**src/rtl/mux_n_rr.sv**
```systemverilog
// mux_n_rr: registered N-channel multiplexer with valid/ready handshake.
// Grants one channel per cycle. The grant comes from sel (mode=0) or from a
// round-robin scan starting at rr_ptr (mode=1). The granted word goes into a
// single-entry output register.
module mux_n_rr #(
  parameter int unsigned WIDTH = 4,
  parameter int unsigned CH    = 4,
  parameter int unsigned SELW  = 2
) (
  input  logic                  clk,
  input  logic                  rst_n,
  input  logic [CH*WIDTH-1:0]   in_data,
  input  logic [CH-1:0]         in_valid,
  output logic [CH-1:0]         in_ready,
  input  logic                  mode,
  input  logic [SELW-1:0]       sel,
  output logic [WIDTH-1:0]      out_data,
  output logic                  out_valid,
  input  logic                  out_ready,
  output logic [SELW-1:0]       out_ch
);

  localparam logic [SELW-1:0] LAST_CH = SELW'(CH - 1);

  logic [SELW-1:0]  rr_ptr;
  logic [SELW-1:0]  grant_idx;
  logic             grant_valid;
  logic             can_load;
  logic             xfer;
  logic [WIDTH-1:0] grant_data;

  assign can_load = !out_valid || out_ready;
  assign xfer     = grant_valid && can_load && rst_n;

  // Grant select: fixed index, or first valid channel at/after rr_ptr with wrap
  always_comb begin
    grant_valid = 1'b0;
    grant_idx   = '0;
    if (!mode) begin
      for (int unsigned c = 0; c < CH; c++) begin
        if (sel == SELW'(c) && in_valid[c]) begin
          grant_valid = 1'b1;
          grant_idx   = SELW'(c);
        end
      end
    end else begin
      // First pass: channels rr_ptr..CH-1
      for (int unsigned c = 0; c < CH; c++) begin
        if (!grant_valid && in_valid[c] && (SELW'(c) >= rr_ptr)) begin
          grant_valid = 1'b1;
          grant_idx   = SELW'(c);
        end
      end
      // Wrapped pass: lowest valid channel below rr_ptr
      for (int unsigned c = 0; c < CH; c++) begin
        if (!grant_valid && in_valid[c]) begin
          grant_valid = 1'b1;
          grant_idx   = SELW'(c);
        end
      end
    end
  end

  // Per-channel ready and data mux for the granted channel
  always_comb begin
    in_ready   = '0;
    grant_data = '0;
    for (int unsigned c = 0; c < CH; c++) begin
      if (grant_idx == SELW'(c)) begin
        grant_data  = in_data[c*WIDTH +: WIDTH];
        in_ready[c] = xfer;
      end
    end
  end

  // Output register and round-robin pointer
  always_ff @(posedge clk or negedge rst_n) begin
    if (!rst_n) begin
      out_valid <= 1'b0;
      out_data  <= '0;
      out_ch    <= '0;
      rr_ptr    <= '0;
    end else begin
      if (xfer) begin
        out_valid <= 1'b1;
        out_data  <= grant_data;
        out_ch    <= grant_idx;
        if (mode) begin
          rr_ptr <= (grant_idx == LAST_CH) ? '0 : SELW'(grant_idx + 1'b1);
        end
      end else if (out_ready) begin
        out_valid <= 1'b0;
      end
    end
  end

endmodule

```
**config.mk**
```make
export PLATFORM = sky130hd
export DESIGN_NAME = mux_n_rr
export DESIGN_NICKNAME = d
export VERILOG_FILES = /design/src/rtl/mux_n_rr.sv
export SDC_FILE = /design/constraint.sdc
export NUM_CORES = 1
export LEC_CHECK = 0
export BUFFER_PORTS_ARGS = -buffer_cell sky130_fd_sc_hd__buf_2
export CAP_MARGIN = 10
export CORE_ASPECT_RATIO = 1.2
export CORE_MARGIN = 1.5
export CORE_UTILIZATION = 30
export DETAILED_ROUTE_END_ITERATION = 10
export SLEW_MARGIN = 15
export SYNTH_ARGS = -nofsm -noshare
export SYNTH_HDL_FRONTEND = slang
export SYNTH_SLANG_ARGS = --single-unit
```
**constraint.sdc**
```tcl
create_clock -name clk -period 2.1 [get_ports clk]
set_clock_uncertainty 0.1 [all_clocks]
set_input_delay 0.105 -clock clk [delete_from_list [all_inputs] [get_ports clk]]
set_output_delay 0.105 -clock clk [all_outputs]
set_load 0.02 [all_outputs]
```
After elaboration in Yosys (flattened, before gate mapping)
Index checks and enable logic that the tools add are counted.

cells by class
  $add $sub $neg = 1
  multipliers = 0
  div/mod/pow operators = 0
  order comparisons = 4
  equal/unequal tests = 6
  shift-type cells = 0
  mux-type cells = 42
  bitwise gates (word level) = 0
  reductions and logical operators = 30

operators by type and width
  operator                                                              number
  1-bit two-way mux                                                     28
  2-bit two-way mux                                                     10
  1-bit logical AND                                                     17
  4-bit two-way mux                                                     4
  2-bit == test, second input constant                                  4
  1-bit zero test                                                       8
  2-bit by 1-bit == test with 1-bit output, second input constant       2
  1-bit by 2-bit >= comparator with 1-bit output, first input constant  2
  2-bit >= comparator, first input constant                             2
  2-bit zero test                                                       2
  2-bit by 1-bit adder with 2-bit output, second input constant         1
  2-bit AND reduction                                                   1
  2-bit nonzero test                                                    1
  1-bit logical OR                                                      1

storage, ports and cells
  register bits after elaboration = 9
  bits in latches = 0
  bits in writable memories = 0
  ROM bits = 0
  input port bits = 26
  output and inout bits = 11
  memories kept = 0

Depth between registers and ports, before layout
  word-level depth = 40
  depth in mapped cells = 11
  gate-level depth less buffers = 11

Worst setup path after synthesis
OpenSTA, ideal clock, no wires.

  kind = reg2reg
  start point = reg rr_ptr[0]
  end point = reg out_data[3]
  setup time = 0.128 ns
  data arrival time = 2.011 ns
  slack = -0.139 ns
  cell stages (with the launch flop) = 12
  buffers on the path = 0
  period minus slack after synthesis = 2.239 ns
  path through = dfrtp_1 > nand2b_1 > a21oi_1 > or2_2 > a31oi_1 > inv_1 > ha_1 > nor2b_1 > a221oi_1 > nor3_1 > a21oi_1 > o21ai_0

on the way
  longest elaborated chain between the ends = 40

RTL lines
  element                                         RTL line  source
  start, declared                                 25        logic [SELW-1:0] rr_ptr;
  start signal, assigned                          89        rr_ptr <= (grant_idx == LAST_CH) ? '0 : SELW'(grant_idx + 1'b1);
  1-bit by 2-bit >= comparator with 1-bit output  49        if (!grant_valid && in_valid[c] && (SELW'(c) >= rr_ptr)) begin
  1-bit logical AND                               49
  1-bit two-way mux                               49
  1-bit two-way mux                               39        if (!mode) begin
  1-bit zero test                                 49
  1-bit logical AND (2 in a row)                  49
  1-bit two-way mux                               49
  1-bit two-way mux                               39
  [... 22 more ...]                               -
  1-bit zero test                                 56        if (!grant_valid && in_valid[c]) begin
  1-bit logical AND                               56
  2-bit two-way mux *                             56
  2-bit two-way mux *                             39
  via grant_idx[1]                                26        logic [SELW-1:0] grant_idx;
  2-bit zero test                                 69        if (grant_idx == SELW'(c)) begin
  4-bit two-way mux (3 in a row)                  69
  4-bit two-way mux *                             69
  end signal, assigned                            86        out_data <= grant_data;
  end, declared                                   17        output logic [WIDTH-1:0] out_data,

Mark *: on every way through the listed nets, which the timed path passes. The rest lies on a longest branch. The select of a mux whose other input is x is not followed.
A chain may end at the register's enable or synchronous reset.

Final worst setup path
  start point = reg rr_ptr[0]
  end point = reg out_data[0]

Same word-level chain as after synthesis.

==> impl_metrics.json <==
{
  "synthCells": 85,
  "maxSlewHeadroom_pct": 80.1,
  "worst_slack_ns": -0.103,
  "worstMarginPinSlew_ns": 0.296,
  "grt_max_degree": 11,
  "io-pin-count": 37,
  "synth.largest_area_cell": "dfrtp_1",
  "instances_no_fill": 177,
  "coreArea_sq_um": 2120,
  "wl_per_cell_microns": 11.7,
  "clk_path_buf_depth": 2,
  "gr-usage-met2_pct": 30.6,
  "vias": 830,
  "hold_viol_final": 0,
  "violations": "setup timing",
  "clkTransAtPathRegs_ns": 0.07,
  "die_area_sq_um": 2590,
  "fin_crit_sh_pct": 105,
  "syn_to_final_growth_pct": 84.4,
  "grt.met1_usage_pct": 23.9,
  "syn_area_per_cell_sq_um": 8.10,
  "num_rows": 18,
  "multi_input_area_sq_um": 557,
  "first_global_vias": 852,
  "totalWireLength_microns": 2070,
  "met3_usage_pct": 2.94,
  "criticalPathCategory": "reg -> reg",
  "place_ws_ns": -0.151,
  "die_w_microns": 46.7,
  "crit_fanout": 5,
  "via_per_inst": 4.69,
  "layout_commonest_cell": "buf_2",
  "htreeDepth": 1,
  "report.final.slew_viol_count": 0,
  "fill_cells": 200,
  "drc_errors": 0,
  "nets": 178,
  "hold_path_class": "in -> reg",
  "synthArstFlopShare_pct": 100,
  "fin_setup_tns_ns": -0.525,
  "syn-num-nets": 115,
  "reg2reg_slack_ns": -0.10,
  "synthDistinctLibCells": 29,
  "holdWs_ns": 0.0233,
  "powerDensity_nw_per_um2": 795,
  "insertion_delay_ns": 0.26,
  "grt.total_usage_pct": 18.7,
  "crit_path_start_kind": "register",
  "die_h_microns": 55.5,
  "cts-root-buf": "clkbuf_4",
  "layout_min_cycle_time_ns": 2.20,
  "start_util_pct": 32.5,
  "antenna_found_initial": 0,
  "final_cell_mix": "buf_2 (32), buf_4 (22), nand2_1 (12)",
  "cts_buffers": 3,
  "ys.flop_type": "dfrtp_1",
  "gp_congestion": 0.696,
  "status": "finished, violations left",
  "drive_above_1_share_pct": 61.9,
  "endpoint_kind": "register",
  "grt_pass1_wl_microns": 3650,
  "synth_top_area_share_pct": 32.7,
  "netlist_area_sq_um": 688,
  "layout.area.seq_sq_um": 225,
  "antenna_left": 0,
  "antenna_cells": 0,
  "grt_busiest_layer": "met2",
  "tritoncts": "built",
  "synth_edf_count": 0,
  "rr_endpoint": "out_data[0]",
  "ys_seq_area_share_pct": 32.7,
  "placedCellCount": 160,
  "portBuffers": 36,
  "crit_path_end": "out_data[0]",
  "cp-startpoint": "rr_ptr[0]",
  "cp_data_required_time_ns": 2.14,
  "synth.area.top_cells": "dfrtp_1 (33%), ha_1 (7.3%), nand2_1 (6.5%), a21oi_1 (5.8%), inv_1 (4.4%)",
  "setup_violations": 7,
  "first_iter_violations": 6,
  "yosysWarnings": 0,
  "p_leak_nw": 0.614,
  "r2r-start": "rr_ptr[0]",
  "reg2regPathDepth": 11,
  "drtPass1Iterations": 4,
  "ir_drop_mv": 0.452,
  "dp_hpwl_microns": 1450,
  "rsz0062_at_grt": "yes",
  "maxCapViolCount": 0,
  "worst_ep_arrival_time_ns": 2.24,
  "cts_num_sinks": 9,
  "synth-seq-cells": 9,
  "max_clock_freq_mhz": 454,
  "overflow": 0
}
==> worst min path at each step <==
stage | cells after the start | slack [ns] | start | endpoint
finish | 3 | 0.02 | in_data[14] | out_data[2]
global placement | 2 | -0.05 | rst_n | out_data[3]
CTS | 3 | 0.02 | in_data[14] | out_data[2]
detailed placement | 2 | -0.04 | rst_n | out_data[3]
global route | 3 | 0.04 | in_data[14] | out_data[2]
floorplan | 0 | -0.29 | rst_n | out_ch[0]
==> power by group <==
part           total [W]  internal [W]  switching (W)
Sequential      0.000265      0.000228      0.0000367
Combinational   0.000612      0.000315       0.000297
Clock           0.000132     0.0000701      0.0000615
Total            0.00101      0.000613       0.000396
==> synth_stat cells, drive strengths merged (2+ instances only) <==
cell type  instances
or2                2
a221oi             3
nor2               8
nand2             12
nand3b             2
dfrtp              9
ha                 4
o21ai              8
mux2               3
buf                2
nand2b             2
nand4b             2
nor3               3
a21oi              8
inv                8
==> flip-flops by register name, summed over array words and instances, names as in the netlist <==
name / count
out_ch: 2
rr_ptr: 2
out_data: 4
out_valid: 1
==> per-layer routing <==
layer / up-vias / share of wire, % / wire length (microns)
met3: 2 / 3.3 / 69
met4: 0 / 0.63 / 13
li1: 426 / - / -
met1: 380 / 42 / 873
met5: - / 0 / 0
met2: 22 / 54 / 1110
==> critical path, cell delays in order (launching register included) <==
cell and delay, ns:
dfrtp_1 0.39, nand2b_4 0.17, a21oi_4 0.05, or2_4 0.25, a31oi_4 0.16, inv_2 0.09, ha_4 0.20, buf_4 0.15
a221oi_2 0.26, nor3_2 0.07, a21oi_1 0.12, o21ai_1 0.07
==> through the flow <==
| step | utilization (%) | total power (W) | instance area [sq um] |
|---|---|---|---|
| global placement | 47.5 | 0.000692 | 1010 |
| floorplan | - | 0.000539 | 721 |
| finish | 59.9 | 0.00101 | 1270 |
| CTS | 57.9 | 0.000967 | 1220 |
| detailed placement | 47.5 | 0.000698 | 1010 |
| global route | 59.9 | 0.00109 | 1270 |
==> cell families (layout without fill, tap and decap cells) <==
group,count (synthesis),count (layout),share of synthesized area (%)
and+or+nand+nor,33,33,23.3
AOI/OAI and AO/OA,25,25,23.3
buffers and inverters,10,72,6.54
DFF,9,9,32.7
adders and majority gates,4,4,7.27
muxes,4,4,6.91
==> area by class of cell <==
class | instances | area share [%]
sequential | 9 | 17.8
timing repair buffer | 60 | 30.9
clock inverter | 1 | 0.394
inverter | 8 | 2.37
tap | 30 | 2.96
multi-input combinational | 66 | 43.9
clock buffer | 3 | 1.78
==> repair_timing <==
item / CTS / global route
gates resized for setup: 27 / 7
endpoints found under the setup margin: 7 / 8
gates cloned: 0 / 0
hold endpoints to repair: 9 / 0
pin swaps: 14 / 4
setup buffers: 10 / 2
hold buffers: 1 / 0
Note: power is estimated with default switching activity, not from simulation.
